[src/rtl/ps2_rx_frame.sv]
// ps2_rx_frame: PS/2 device-to-host receiver (sync+filter ps2_clk/ps2_data, 11-bit frame, E0/F0 decode) -> data_out/ready/released/extended/frame_err/busy
module ps2_rx_frame #(
  parameter int FILTER_LEN     = 4,
  parameter int TIMEOUT_CYCLES = 25000
) (
  input  logic       clk,
  input  logic       rst,
  input  logic       ps2_clk,
  input  logic       ps2_data,
  output logic [7:0] data_out,
  output logic       ready,
  output logic       released,
  output logic       extended,
  output logic       frame_err,
  output logic       busy
);
  localparam int TW = $clog2(TIMEOUT_CYCLES + 1);
  localparam logic [1:0] IDLE  = 2'd0;
  localparam logic [1:0] SHIFT = 2'd1;
  localparam logic [1:0] CHECK = 2'd2;
  logic [1:0]    cs, ds, state;
  logic          fclk, fe, brk_flag, ext_flag;
  logic [3:0]    fcnt, cnt;
  logic [10:0]   sr;
  logic [TW-1:0] tcnt;
  logic          sc, sd, ok;
  logic [7:0]    code;
  assign sc   = cs[1];
  assign sd   = ds[1];
  assign code = sr[8:1];
  assign ok   = !sr[0] && sr[10] && ^sr[9:1];
  assign busy = state != IDLE;
  always_ff @(posedge clk) begin
    if (rst) begin
      cs   <= 2'b11;
      ds   <= 2'b11;
      fclk <= 1'b1;
      fcnt <= '0;
      fe   <= 1'b0;
    end else begin
      cs <= {cs[0], ps2_clk};
      ds <= {ds[0], ps2_data};
      fe <= 1'b0;
      if (sc == fclk) fcnt <= '0;
      else if (fcnt == 4'(FILTER_LEN - 1)) begin
        fclk <= sc;
        fcnt <= '0;
        fe   <= fclk;
      end else fcnt <= fcnt + 4'd1;
    end
  end
  always_ff @(posedge clk) begin
    if (rst) begin
      state     <= IDLE;
      sr        <= '0;
      cnt       <= '0;
      tcnt      <= '0;
      brk_flag  <= 1'b0;
      ext_flag  <= 1'b0;
      data_out  <= '0;
      ready     <= 1'b0;
      released  <= 1'b0;
      extended  <= 1'b0;
      frame_err <= 1'b0;
    end else begin
      ready     <= 1'b0;
      frame_err <= 1'b0;
      case (state)
        IDLE: begin
          tcnt <= '0;
          if (fe) begin
            sr    <= {sd, sr[10:1]};
            cnt   <= 4'd1;
            state <= SHIFT;
          end
        end
        SHIFT: begin
          if (fe) begin
            sr    <= {sd, sr[10:1]};
            cnt   <= cnt + 4'd1;
            tcnt  <= '0;
            state <= cnt == 4'd10 ? CHECK : SHIFT;
          end else if (tcnt == TW'(TIMEOUT_CYCLES - 2)) begin
            frame_err <= 1'b1;
            brk_flag  <= 1'b0;
            ext_flag  <= 1'b0;
            state     <= IDLE;
          end else tcnt <= tcnt + TW'(1);
        end
        CHECK: begin
          state <= IDLE;
          if (!ok) begin
            frame_err <= 1'b1;
            brk_flag  <= 1'b0;
            ext_flag  <= 1'b0;
          end else if (code == 8'hF0) brk_flag <= 1'b1;
          else if (code == 8'hE0) ext_flag <= 1'b1;
          else begin
            data_out <= code;
            released <= brk_flag;
            extended <= ext_flag;
            ready    <= 1'b1;
            brk_flag <= 1'b0;
            ext_flag <= 1'b0;
          end
        end
        default: state <= IDLE;
      endcase
    end
  end
endmodule
[config.mk]
export PLATFORM = sky130hd
export DESIGN_NAME = ps2_rx_frame
export DESIGN_NICKNAME = d
export VERILOG_FILES = /design/src/rtl/ps2_rx_frame.sv
export SDC_FILE = /design/constraint.sdc
export NUM_CORES = 1
export LEC_CHECK = 0
export CAP_MARGIN = 20
export CORE_ASPECT_RATIO = 1.5
export CORE_MARGIN = 3
export CORE_UTILIZATION = 60
export CTS_CLUSTER_DIAMETER = 200
export DETAILED_ROUTE_END_ITERATION = 8
export PLACE_DENSITY = 0.91
export REMOVE_ABC_BUFFERS = 1
export SETUP_SLACK_MARGIN = 0.3
export SYNTH_ARGS = -nofsm -noshare
export SYNTH_HDL_FRONTEND = slang
export SYNTH_SLANG_ARGS = --single-unit
[constraint.sdc]
create_clock -name clk -period 3.2 [get_ports clk]
set_input_delay 0.64 -clock clk [delete_from_list [all_inputs] [get_ports clk]]
set_output_delay 0.64 -clock clk [all_outputs]
set_load 0.005 [all_outputs]
After elaboration in Yosys (flattened, before gate mapping)
Index checks and enable logic that the tools add are counted.
{"block": "classes", "add_sub_neg": 3, "mul": 0, "n_div": 0, "n_lt_le_gt_ge": 0, "n_eq_ne": 16, "shifts": 0, "muxes": 26, "bitwise_logic": 6, "n_reduce_logical": 20}
{"operator": "2-to-1 mux 15 bit", "count": 2}
{"operator": "one-hot mux 15 bit (2 select lines)", "count": 1}
{"operator": "equality test 8 bit, second input constant", "count": 2}
{"operator": "adder 15 x 1 -> 15 bit, second input constant", "count": 1}
{"operator": "equality test 15 bit, second input constant", "count": 1}
{"operator": "2-to-1 mux 1 bit", "count": 12}
{"operator": "AND reduction 4 bit", "count": 3}
{"operator": "inequality test 3 bit, second input constant", "count": 3}
{"operator": "XOR reduction 9 bit", "count": 1}
{"operator": "adder 4 x 1 -> 4 bit, second input constant", "count": 2}
{"operator": "2-to-1 mux 2 bit", "count": 4}
{"operator": "2-to-1 mux 4 bit", "count": 2}
{"operator": "inequality test 2 bit, second input constant", "count": 4}
{"operator": "one-hot mux 4 bit (2 select lines)", "count": 1}
{"operator": "AND reduction 2 bit", "count": 4}
{"operator": "NOT 1 bit", "count": 6}
{"operator": "one-hot mux 1 bit (2 select lines)", "count": 3}
{"operator": "nonzero test 2 bit", "count": 3}
{"operator": "OR reduction 3 bit", "count": 2}
{"operator": "equality test 4 x 2 -> 1 bit, second input constant", "count": 1}
{"operator": "equality test 4 bit, second input constant", "count": 1}
{"operator": "inequality test 4 bit, second input constant", "count": 1}
{"operator": "one-hot mux 2 bit (2 select lines)", "count": 1}
{"operator": "OR reduction 4 bit", "count": 1}
{"operator": "other kinds (8)", "count": 9}
{"block": "word_totals", "regBits": 56, "latch_bits": 0, "mem_bits_rw": 0, "mem_bits_ro": 0, "input_bits": 4, "n_memories": 0}

Longest topological paths before layout
{"block": "logic_depth", "ltp_word": 5, "depth_mapped": 8}

Least setup slack after synthesis
Ideal clock, no wire load.
{"block": "synth_timing", "path_kind": "flip-flop to flip-flop", "startpoint": "register sr[7]", "endpoint": "register released", "arrival_time_ns": 1.983, "required_time_ns": 3.072, "slack_ns": 1.090, "path_stages_with_launch": 8, "cell_sequence": "dfxtp_1 ha_1 xnor3_1 xnor2_1 or3b_2 buf_2 mux2i_1 nor2_1"}
{"block": "synth_between", "elab_chain_len": 3}
{"element": "start: declaration", "line_no": "24", "rtl": "logic [10:0] sr;"}
{"element": "start signal: assignment", "line_no": "72", "rtl": "sr <= {sd, sr[10:1]};"}
{"element": "start signal: assignment", "line_no": "79", "rtl": "sr <= {sd, sr[10:1]};"}
{"element": "equality test 8 bit, or another cell as far along", "line_no": "97", "rtl": "else if (code == 8'hE0) ext_flag <= 1'b1;"}
{"element": "NOT 1 bit (no source line) / logical AND 1 bit (equally long branches)"}
{"element": "AND reduction 4 bit (no source line) *"}
{"element": "end signal: assignment", "line_no": "100", "rtl": "released <= brk_flag;"}
{"element": "end: declaration", "line_no": "12", "rtl": "output logic released,"}
Every way passes the cells marked *; elsewhere a longest branch is shown, timed or not.
A chain may end at the register's enable or synchronous reset.

Final worst setup path
{"block": "layout_timing", "startpoint": "register state[1]", "endpoint": "register tcnt[11]"}
{"block": "layout_between", "elab_chain_len": 3}
{"element": "start: declaration", "line_no": "21", "rtl": "logic [1:0] cs, ds, state;"}
{"element": "start signal: assignment", "line_no": "82", "rtl": "state <= cnt == 4'd10 ? CHECK : SHIFT;"}
{"element": "equality test 2 x 1 -> 1 bit / zero test 2 bit (equally long branches)", "line_no": "68", "rtl": "case (state)"}
{"element": "inequality test 3 bit (no source line) / nonzero test 2 bit (equally long branches)"}
{"element": "AND reduction 2 bit (no source line)"}
{"element": "end signal: assignment", "line_no": "88", "rtl": "end else tcnt <= tcnt + TW'(1);"}
{"element": "end: declaration", "line_no": "25", "rtl": "logic [TW-1:0] tcnt;"}
Several ways; a longest one is shown, not always the timed one.

==> results.yml <==
routing:
  dr_total_vias: 2159
  remaining_drc_errors: 0
  routedWlPerCell_um: 14.2
  first_iteration_detailed_routing_drc_count: 110
  via_per_inst: 6.01
  route.antenna.remaining_nets: 0
  totalWireLength_mm: 5.09
  1st_pass_router_iterations: 4
synth:
  synth_sequential_area_ratio_pct: 43.4
  dominant_combinational_cell_family_by_area_after_synthesis: "simple AND/OR/NAND/NOR gates"
  post_synth_mux_area_share_pct: 4.26
  synth.ff_latch_count: 56
  syn_area_sq_mm: 0.00258
  synth_xor_area_share_pct: 2.91
  synth_cell_types: 44
  async_flop_share_pct: 0
  synth_compound_gate_area_share_pct: 14.8
  netlist_instances: 300
  postSynthAreaPerCell_sq_um: 8.61
  number_of_enable_flip_flop_cells_after_synthesis: 0
  synthSimpleGateAreaFrac_pct: 24.2
  area_share_of_fa_ha_maj_cells_after_synthesis_pct: 6.30
  ys.flop_type: "sky130_fd_sc_hd__dfxtp_1"
  yosysWarnings: 0
power:
  power.ir.vdd_worst_mv: 0.383
  power.static_leakage_uw: 0.00106
  pwr_density_cell_mw_per_mm2: 409
cts:
  cts-htree-levels: 2
  cts_num_sinks: 56
  worst_skew_pair.late_latency_ps: 320
  cts.clk_slew.worst_paths_ps: 100
  clk_path_buf_depth: 2
  clock_tree.root_cell: "sky130_fd_sc_hd__clkbuf_8"
  post_cts_resized: 0
  tritoncts: "built"
  holdBufCountCts: 0
  post_cts.repair.setup_buffers: 0
  numCtsBuffers: 5
global_routing:
  largest_net_degree_at_the_start_of_global_routing: 33
  global_route_total_overflow: 0
  grt_first_pass_wirelength_mm: 9.07
  grt_antenna_before_repair: 0
  via_count_of_the_first_global_routing_pass: 2111
  groute.usage.overall_pct: 22.3
run:
  max_cap_violations: 0
timing:
  min_period_over_period_pct: 71.7
  worst_slew_pin_slew_ps: 622
  rsz0062_at_grt: "false"
  final_period_minus_worst_setup_slack_ps: 2290
  finalMaxSlewViolations: 0
  normalized_max_slew_margin_pct: 58.4
  skew_ps: 13.1
  report.final.hold_viol_count: 0
  fmaxAchievable_ghz: 0.436
  final-setup-viol-count: 0
  fin_tns_setup_ps: 0
  hold_ws_ps: 428
cells_and_area:
  multiInputGateArea_sq_mm: 0.00136
  layout.area.seq_sq_mm: 0.00112
  filler_instances: 291
  final_common_cell: "sky130_fd_sc_hd__dfxtp_1"
  synthToLayoutAreaGrowth_pct: 11.0
  antenna_cells: 0
  most-common-layout-cells: "56 x sky130_fd_sc_hd__dfxtp_1, 41 x sky130_fd_sc_hd__nand2_1, 31 x sky130_fd_sc_hd__a21oi_1, 30 x sky130_fd_sc_hd__nor2_1, 16 x sky130_fd_sc_hd__clkdlybuf4s50_1"
  share_of_post_route_cells_with_drive_strength_above_1_pct: 6.69
  nNetsFinal: 330
floorplan:
  floorplan.core_area_sq_mm: 0.00403
  floorplan.die_area_sq_mm: 0.00514
  std_cell_rows: 28
  die_w_um: 59.6
  ios: 17
  initial_core_util_pct: 64.1
  chipHeight_um: 86.4
setup_path:
  critical_path_fanout_max: 15
  path_class: "reg2reg"
  critical-path-slowest-cell: "sky130_fd_sc_hd__nor2_1"
  setup.worst_path.start_class: "flip-flop"
  critical_path.cell_chain: "inv_1 -> ha_1 -> nand2_1 -> nor2_1 -> o21ai_0 -> a311oi_1"
  critPathCaptureType: "flip-flop"
  worst_ep_arrival_time_ps: 2520
  critPathMaxStageDelay_ps: 500
  required_ps: 3430
placement:
  detailed_place_hpwl_mm: 3.69
  placer_congestion: 0.866
  port-buffer-count: 16
worst_hold_path:
  hold_path.class: "reg2reg"
outcome:
  status: "complete, no violations"
## per-stage QoR
step / util [%] / total power, uW / instance area [sq um] / cells / setup slack (ps)
floorplan: - / 764 / 2530 / 288 / 1140
global placement: 68.8 / 791 / 2770 / 351 / 1020
detailed placement: 68.8 / 793 / 2770 / 351 / 927
CTS: 71.1 / 1180 / 2870 / 359 / 915
global route: 71.1 / 1220 / 2870 / 359 / 587
finish: 71.1 / 1170 / 2870 / 359 / 907
## state kept, by name, summed over array words and instances (netlist names), 2 cells and up
signal    cells
tcnt         15
sr           11
data_out      8
cnt           4
fcnt          4
cs            2
ds            2
state         2
## final cells by class
class                           count  area share [%]
Clock buffer                        5            2.40
Clock inverter                      3           0.873
Inverter                           14            1.83
Multi-Input combinational cell    218            47.3
Sequential cell                    56            39.1
Tap cell                           45            1.96
Timing Repair Buffer               18            6.55
## routing by layer
metal | share of wire (%) | up-vias | wire, um | GRT usage [%]
met1 | 41 | 1013 | 2060 | 26.4
met4 | 1.9 | 0 | 99 | 9.07
met2 | 54 | 63 | 2720 | 37.7
met3 | 4.0 | 13 | 201 | 5.37
met5 | 0 | - | 0 | 0
li1 | - | 1070 | - | -
## report_power, final
part / total, uW / switching, uW / internal, uW / leakage (uW)
clock network: 395 / 235 / 160 / 0.0000452
logic: 73.1 / 48.2 / 24.9 / 0.000567
registers: 705 / 3.33 / 701 / 0.000452
## synthesized netlist by cell type (all sizes together) (3+ instances only)
cell     n  share of area [%]
a21oi   32                6.3
a311oi   6                2.0
and3     8                1.9
clkbuf  10                1.5
dfxtp   56                 43
ha      13                6.3
inv     14                2.0
mux2i   11                4.3
nand2   41                6.0
nand3    9                1.7
nand3b   3               0.87
nor2    30                4.4
nor2b    4               0.97
nor3     6                1.2
o21ai   13                2.5
or2      4               0.97
or3      4               0.97
or4      3                1.0
xnor2    4                1.4
## critical path, delay by kind of cell (launching register included)
family	cells	cell delay (ps)
AND/OR/NAND/NOR	2	840
AO/OA/AOI/OAI	2	470
adder cells (fa/ha/maj)	1	450
flip-flops	1	350
buffers and inverters	1	100
## kinds of logic (layout without fill, tap and decap cells)
kind of cell,after synthesis,in the layout
AO/OA/AOI/OAI,63,63
XOR/XNOR,7,7
adder cells (fa/ha/maj),13,13
buffers and inverters,26,40
flip-flops,56,56
multiplexers,11,11
AND/OR/NAND/NOR,124,124
## worst paths after layout
kind / startpoint / endpoint / slack [ps] / cells after the start
worst max-delay path: state[1]$_SDFFE_PP0P_ / tcnt[11]$_SDFFE_PP0P_ / 910 / 6
worst min-delay path: ds[0]$_SDFF_PP1_ / ds[1]$_SDFF_PP1_ / 430 / 1
worst max register to register: state[1]$_SDFFE_PP0P_ / tcnt[11]$_SDFFE_PP0P_ / 910 / 6
worst min register to register: ds[0]$_SDFF_PP1_ / ds[1]$_SDFF_PP1_ / 430 / 1
Power figures use the tool's default switching activity.
